File: config.mk
export PLATFORM = sky130hd
export DESIGN_NAME = inj_sched
export DESIGN_NICKNAME = d
export VERILOG_FILES = /design/src/rtl/inj_sched.sv
export SDC_FILE = /design/constraint.sdc
export NUM_CORES = 1
export LEC_CHECK = 0
export BUFFER_PORTS_ARGS = -buffer_cell sky130_fd_sc_hd__buf_2
export CAP_MARGIN = 5
export CORE_ASPECT_RATIO = 0.8
export CORE_UTILIZATION = 23
export DETAILED_ROUTE_END_ITERATION = 10
export MAX_ROUTING_LAYER = met4
export PLACE_DENSITY = 0.47
export SETUP_SLACK_MARGIN = 0.5
export SLEW_MARGIN = 15
export SYNTH_ARGS = -nofsm -noshare
export SYNTH_HDL_FRONTEND = slang
export SYNTH_SLANG_ARGS = --single-unit
File: constraint.sdc
create_clock -name clk -period 2.92 [get_ports clk]
set_input_delay 0.292 -clock clk [delete_from_list [all_inputs] [get_ports clk]]
set_output_delay 0.292 -clock clk [all_outputs]
set_load 0.1 [all_outputs]
File: src/rtl/inj_sched.sv
// Injection scheduler for one NoC router local port.
// Shares the port round-robin between NUM_SRC one-shot pattern buffers.
// Each buffer's enable is gated against a credit counter for the router input
// FIFO, and the granted buffer's stream is muxed onto one registered output.
`timescale 1ns/1ps
module inj_sched #(
  parameter int NUM_SRC = 4,
  parameter int WORDS   = 30,
  parameter int SLICE   = 6,
  parameter int CREDITS = 4,
  parameter int DW      = 20,
  localparam int SW     = (NUM_SRC > 1) ? $clog2(NUM_SRC) : 1
) (
  input  logic                  clk,
  input  logic                  rst,
  input  logic                  start,
  input  logic                  credit_ret,
  input  logic [NUM_SRC-1:0]    src_valid,
  input  logic [NUM_SRC*DW-1:0] src_data,
  output logic [NUM_SRC-1:0]    src_enable,
  output logic [DW-1:0]         inj_data,
  output logic                  inj_valid,
  output logic [SW-1:0]         cur_src,
  output logic                  busy,
  output logic                  done,
  output logic                  err
);
  localparam int CW  = $clog2(CREDITS + 1);
  localparam int SLW = $clog2(SLICE + 1);
  localparam int RW  = $clog2(WORDS + 1);

  typedef enum logic [2:0] {S_IDLE, S_ARM, S_STREAM, S_DRAIN, S_DONE} state_t;

  state_t                     state_q, state_n;
  logic [SW-1:0]              cur_n;
  logic [CW-1:0]              credit_q, credit_n;
  logic [SLW-1:0]             slice_q, slice_n;
  logic [NUM_SRC-1:0][RW-1:0] rem_q, rem_n;
  logic [NUM_SRC-1:0]         armed_q, armed_n;
  logic [NUM_SRC-1:0]         en_n;
  logic                       busy_n, done_n;
  logic                       res, credit_over;
  logic                       nxt_found;
  logic [SW-1:0]              nxt_g, cand;
  logic [SW-1:0]              owner_q;
  logic [NUM_SRC-1:0]         own_mask;
  logic                       stray;

  // Next-state, credit/slice/remaining bookkeeping and the registered enable.
  // Enable for the next cycle is decided from the post-update counters, so a
  // reservation never drives the credit count below zero.
  always_comb begin
    state_n     = state_q;
    cur_n       = cur_src;
    slice_n     = slice_q;
    rem_n       = rem_q;
    armed_n     = armed_q;
    en_n        = '0;
    busy_n      = busy;
    done_n      = done;
    res         = (state_q == S_STREAM) && src_enable[cur_src];
    credit_over = credit_ret && (credit_q == CW'(CREDITS));
    credit_n    = credit_q;
    if (res && !credit_ret) begin
      credit_n = credit_q - CW'(1);
    end else if (credit_ret && !res && !credit_over) begin
      credit_n = credit_q + CW'(1);
    end
    // round-robin search starting after the current grant, wrapping back to it
    nxt_found = 1'b0;
    nxt_g     = cur_src;
    cand      = '0;
    for (int unsigned i = 1; i <= NUM_SRC; i++) begin
      cand = SW'((32'(cur_src) + i) % NUM_SRC);
      if (!nxt_found && rem_q[cand] != '0) begin
        nxt_found = 1'b1;
        nxt_g     = cand;
      end
    end
    case (state_q)
      S_IDLE: begin
        if (start) begin
          cur_n   = '0;
          slice_n = SLW'(SLICE);
          busy_n  = 1'b1;
          if (!armed_q[0]) begin
            state_n = S_ARM;
            en_n[0] = 1'b1;
          end else begin
            state_n = S_STREAM;
            en_n[0] = (credit_n != '0);
          end
        end
      end
      S_ARM: begin
        armed_n[cur_src] = 1'b1;
        state_n          = S_STREAM;
        en_n[cur_src]    = (credit_n != '0);
      end
      S_STREAM: begin
        if (res) begin
          slice_n        = slice_q - SLW'(1);
          rem_n[cur_src] = rem_q[cur_src] - RW'(1);
        end
        if (slice_n == '0 || rem_n[cur_src] == '0) begin
          state_n = S_DRAIN;
        end else begin
          en_n[cur_src] = (credit_n != '0);
        end
      end
      S_DRAIN: begin
        if (nxt_found) begin
          cur_n   = nxt_g;
          slice_n = SLW'(SLICE);
          if (!armed_q[nxt_g]) begin
            state_n     = S_ARM;
            en_n[nxt_g] = 1'b1;
          end else begin
            state_n     = S_STREAM;
            en_n[nxt_g] = (credit_n != '0);
          end
        end else begin
          state_n = S_DONE;
          busy_n  = 1'b0;
          done_n  = 1'b1;
        end
      end
      default: begin
      end
    endcase
  end

  // Scheduler state register.
  always_ff @(posedge clk or negedge rst) begin
    if (!rst) begin
      state_q    <= S_IDLE;
      src_enable <= '0;
      cur_src    <= '0;
      credit_q   <= CW'(CREDITS);
      slice_q    <= '0;
      for (int unsigned i = 0; i < NUM_SRC; i++) rem_q[i] <= RW'(WORDS);
      armed_q    <= '0;
      busy       <= 1'b0;
      done       <= 1'b0;
    end else begin
      state_q    <= state_n;
      src_enable <= en_n;
      cur_src    <= cur_n;
      credit_q   <= credit_n;
      slice_q    <= slice_n;
      rem_q      <= rem_n;
      armed_q    <= armed_n;
      busy       <= busy_n;
      done       <= done_n;
    end
  end

  // Any valid from a buffer other than the registered owner is a protocol error.
  always_comb begin
    own_mask          = '0;
    own_mask[owner_q] = 1'b1;
    stray             = |(src_valid & ~own_mask);
  end

  // Output mux: owner lags the grant by one cycle to match buffer latency.
  always_ff @(posedge clk or negedge rst) begin
    if (!rst) begin
      owner_q   <= '0;
      inj_valid <= 1'b0;
      inj_data  <= '0;
      err       <= 1'b0;
    end else begin
      owner_q   <= cur_src;
      inj_valid <= src_valid[owner_q];
      if (src_valid[owner_q]) inj_data <= src_data[owner_q*DW +: DW];
      err       <= err | credit_over | stray;
    end
  end
endmodule

==> summary.txt <==
Post-synth EDFFs - 0
post-synthesis sequential area ratio - 41.04%
crit-path most repeated cell - inv_2
final wirelength - 12.02 mm
vias per inst - 4.884
area growth from synthesis to layout - 38.98%
synthesized flop and latch total - 65
r2r startpoint - cur_src[0]$_DFFE_PN0P_
Register Area - 1655 sq um
slack of the critical path - 0.1714 ns
Setup crit start - cur_src[0]$_DFFE_PN0P_
Starting Density - 23.88%
largest net degree at the start of global routing - 33
Syn Area/Cell - 11.12 sq um
antenna diode count - 0
crit path capture type - flip-flop
CTS tree - yes
# hold bufs at CTS - 0
Worst Setup Path Type - reg -> reg
max-slew violations - 0
WHS - 0.03354 ns
Final GP Congestion - 0.9003
relative slew slack - 47.17%
routed via count - 3565
Clock Sink Count - 65
die extent in x - 149.7 microns
nature of the critical path startpoint - flip-flop
Post-Syn Area - 4015 sq um
Yosys cell types - 62
predominant post-synthesis flop cell - dfrtp_1
Post-layout nets - 602
DRT iter0 DRCs - 292
YS warnings - 0
Clk Latency, worst-skew pair - 0.34 ns
CTS max path bufs - 2
Arr. time, crit path - 2.97 ns
Final Hold Fails - 0
status - completed
initial antenna violation count - 0
wire length per cell - 16.46 microns
I/O pin count - 118
commonest cells after routing, fill and taps aside - buf_2 (117), dfrtp_1 (46), nand2_1 (32), buf_4 (32), mux4_2 (27)
Setup WS pre-CTS - 0.03632 ns
P per Cell Area - 1228 nW/um^2
Tmin final - 2.749 ns
drt pass-1 iters - 5
Chip Height - 120.2 microns
Final ANT Viol Nets - 0
vias in the first global route - 3605
layout cells sized above 1 - 53.14%
Core ar. - 16820 sq um
gr usage total - 14.63%
cells along the critical path - mux4_2, inv_2, ha_4, inv_2, xnor2_1, nor3_1, nand3_1, a211oi_2, a311oi_4, o311a_1, a2bb2oi_1
Synthesized Nets - 458
Max FO, Critical Path - 6
fill cell count - 1723
TritonCTS Buffers - 9
RSZ-0062 raised after global routing - true
Worst Skew - 0.007050 ns
Clock Root Buffer - clkbuf_16
die area - 17990 sq um
Pleak - 2.440 nW
DP HPWL - 9.275 mm
peak supply drop - 0.0005707 V
Multi-input gate area - 2351 sq um
DRC violations left - 0
Worst-Margin Slew - 0.7925 ns
HP Class - in -> async
first-pass GRT wire length - 19.58 mm
Critical-path top delay cell - mux4_2
Core Util, Final - 33.18%
Rows - 42
overall power - 6.850 mW
fraction of registers with async set/reset - 100.0%
Finish-stage setup viols - 0
Synth Instances - 361
IO Port Bufs - 117
Final period util - 94.13%
Clk pin slew, worst setup/hold paths - 0.06 ns
worst endpoint required time - 3.14 ns
Max Cap Viol - 0
CTS H-tree lvls - 3
Fin Setup TNS - 0 ns
commonest non-fill, non-tap cell in the layout - buf_2
Fmax - 363.8 MHz
GR Overflow Total - 0
CP max stage delay - 0.53 ns
[worst paths after layout]
kind                       slack (ns)  cells after the start                       to
setup / recovery                 0.17                     11  src_enable[2]$_DFF_PN0_
max in group asynchronous        2.21                      2    rem_q[16]$_DFFE_PN1P_
hold reg to reg                  0.49                      2            err$_DFF_PN0_
hold / removal                   0.03                      1   slice_q[1]$_DFFE_PN0P_
setup reg to reg                 0.17                     11  src_enable[2]$_DFF_PN0_
min in group clk                 0.20                      3            err$_DFF_PN0_
[Yosys cell counts (5+ instances only)]
| cell type | instances | area [sq um] |
|---|---|---|
| mux2i_1 | 7 | 70.07 |
| or4_1 | 5 | 37.54 |
| nand2_1 | 32 | 120.1 |
| mux2_2 | 20 | 225.2 |
| a21oi_1 | 17 | 85.08 |
| inv_1 | 17 | 63.81 |
| nand3_1 | 11 | 55.05 |
| ha_1 | 9 | 112.6 |
| a21o_1 | 7 | 52.55 |
| nor2_1 | 16 | 60.06 |
| o21ai_0 | 20 | 100.1 |
| buf_2 | 7 | 35.03 |
| mux4_2 | 27 | 608.1 |
| xnor2_1 | 6 | 52.55 |
| nor3_1 | 11 | 55.05 |
| clkbuf_1 | 10 | 37.54 |
| dfstp_2 | 17 | 446.7 |
| dfrtp_1 | 48 | 1201 |
[final cells by class]
cell class                      count  share of cell area (%)
Clock buffer                       10                   4.103
Clock inverter                      6                   2.063
Inverter                           18                   1.278
Multi-Input combinational cell    258                   42.13
Sequential cell                    65                   29.66
Tap cell                          220                   4.933
Timing Repair Buffer              153                   15.83
[critical path: cells and delay by family, from the launching register on]
kind | cells | cell delay, ns
xor gates and xnor gates | 1 | 0.13
DFF | 1 | 0.47
buffers and inverters | 2 | 0.13
AOI/OAI and AO/OA | 4 | 0.91
adders and majority gates | 1 | 0.15
and+or+nand+nor | 2 | 0.31
muxes | 1 | 0.53
[per-layer routing]
layer | up-vias | part of all wire, % | track usage [%]
met4 | 0 | 1.5 | 4.356
li1 | 1651 | - | -
met2 | 113 | 44 | 21.12
met5 | - | 0 | -
met1 | 1786 | 49 | 20.49
met3 | 15 | 5.2 | 3.094
[where the power goes]
group          internal [mW]  switching [mW]  total (mW)
logic                   1.34            2.72        4.06
clock network          0.838           0.430        1.27
registers               1.26           0.259        1.52
[state kept, by name (all words and copies together), names as in the netlist]
register / cells
credit_q: 3
owner_q: 2
state_q: 3
src_enable: 4
cur_src: 2
busy: 1
inj_data: 20
inj_valid: 1
err: 1
rem_q: 20
slice_q: 3
armed_q: 4
done: 1
[logic make-up after synthesis]
family / count (synthesis) / synth area share [%]
AOI/OAI and AO/OA: 85 / 14.77
and+or+nand+nor: 102 / 13.06
DFF: 65 / 41.04
buffers and inverters: 38 / 3.958
muxes: 56 / 23.06
xor gates and xnor gates: 6 / 1.309
adders and majority gates: 9 / 2.805
[stage by stage]
stage,cell area (sq um),instances
floorplan,4049,361
global placement,5011,702
detailed placement,5011,702
CTS,5502,726
global route,5580,730
finish,5580,730
[what timing repair did]
item | 4_1_cts | 5_1_grt
pin swaps | 9 | 6
resized for setup | 15 | 13
setup endpoints to repair | 12 | 14
buffers inserted | 8 | 4
(Power assumes the default switching activity.)
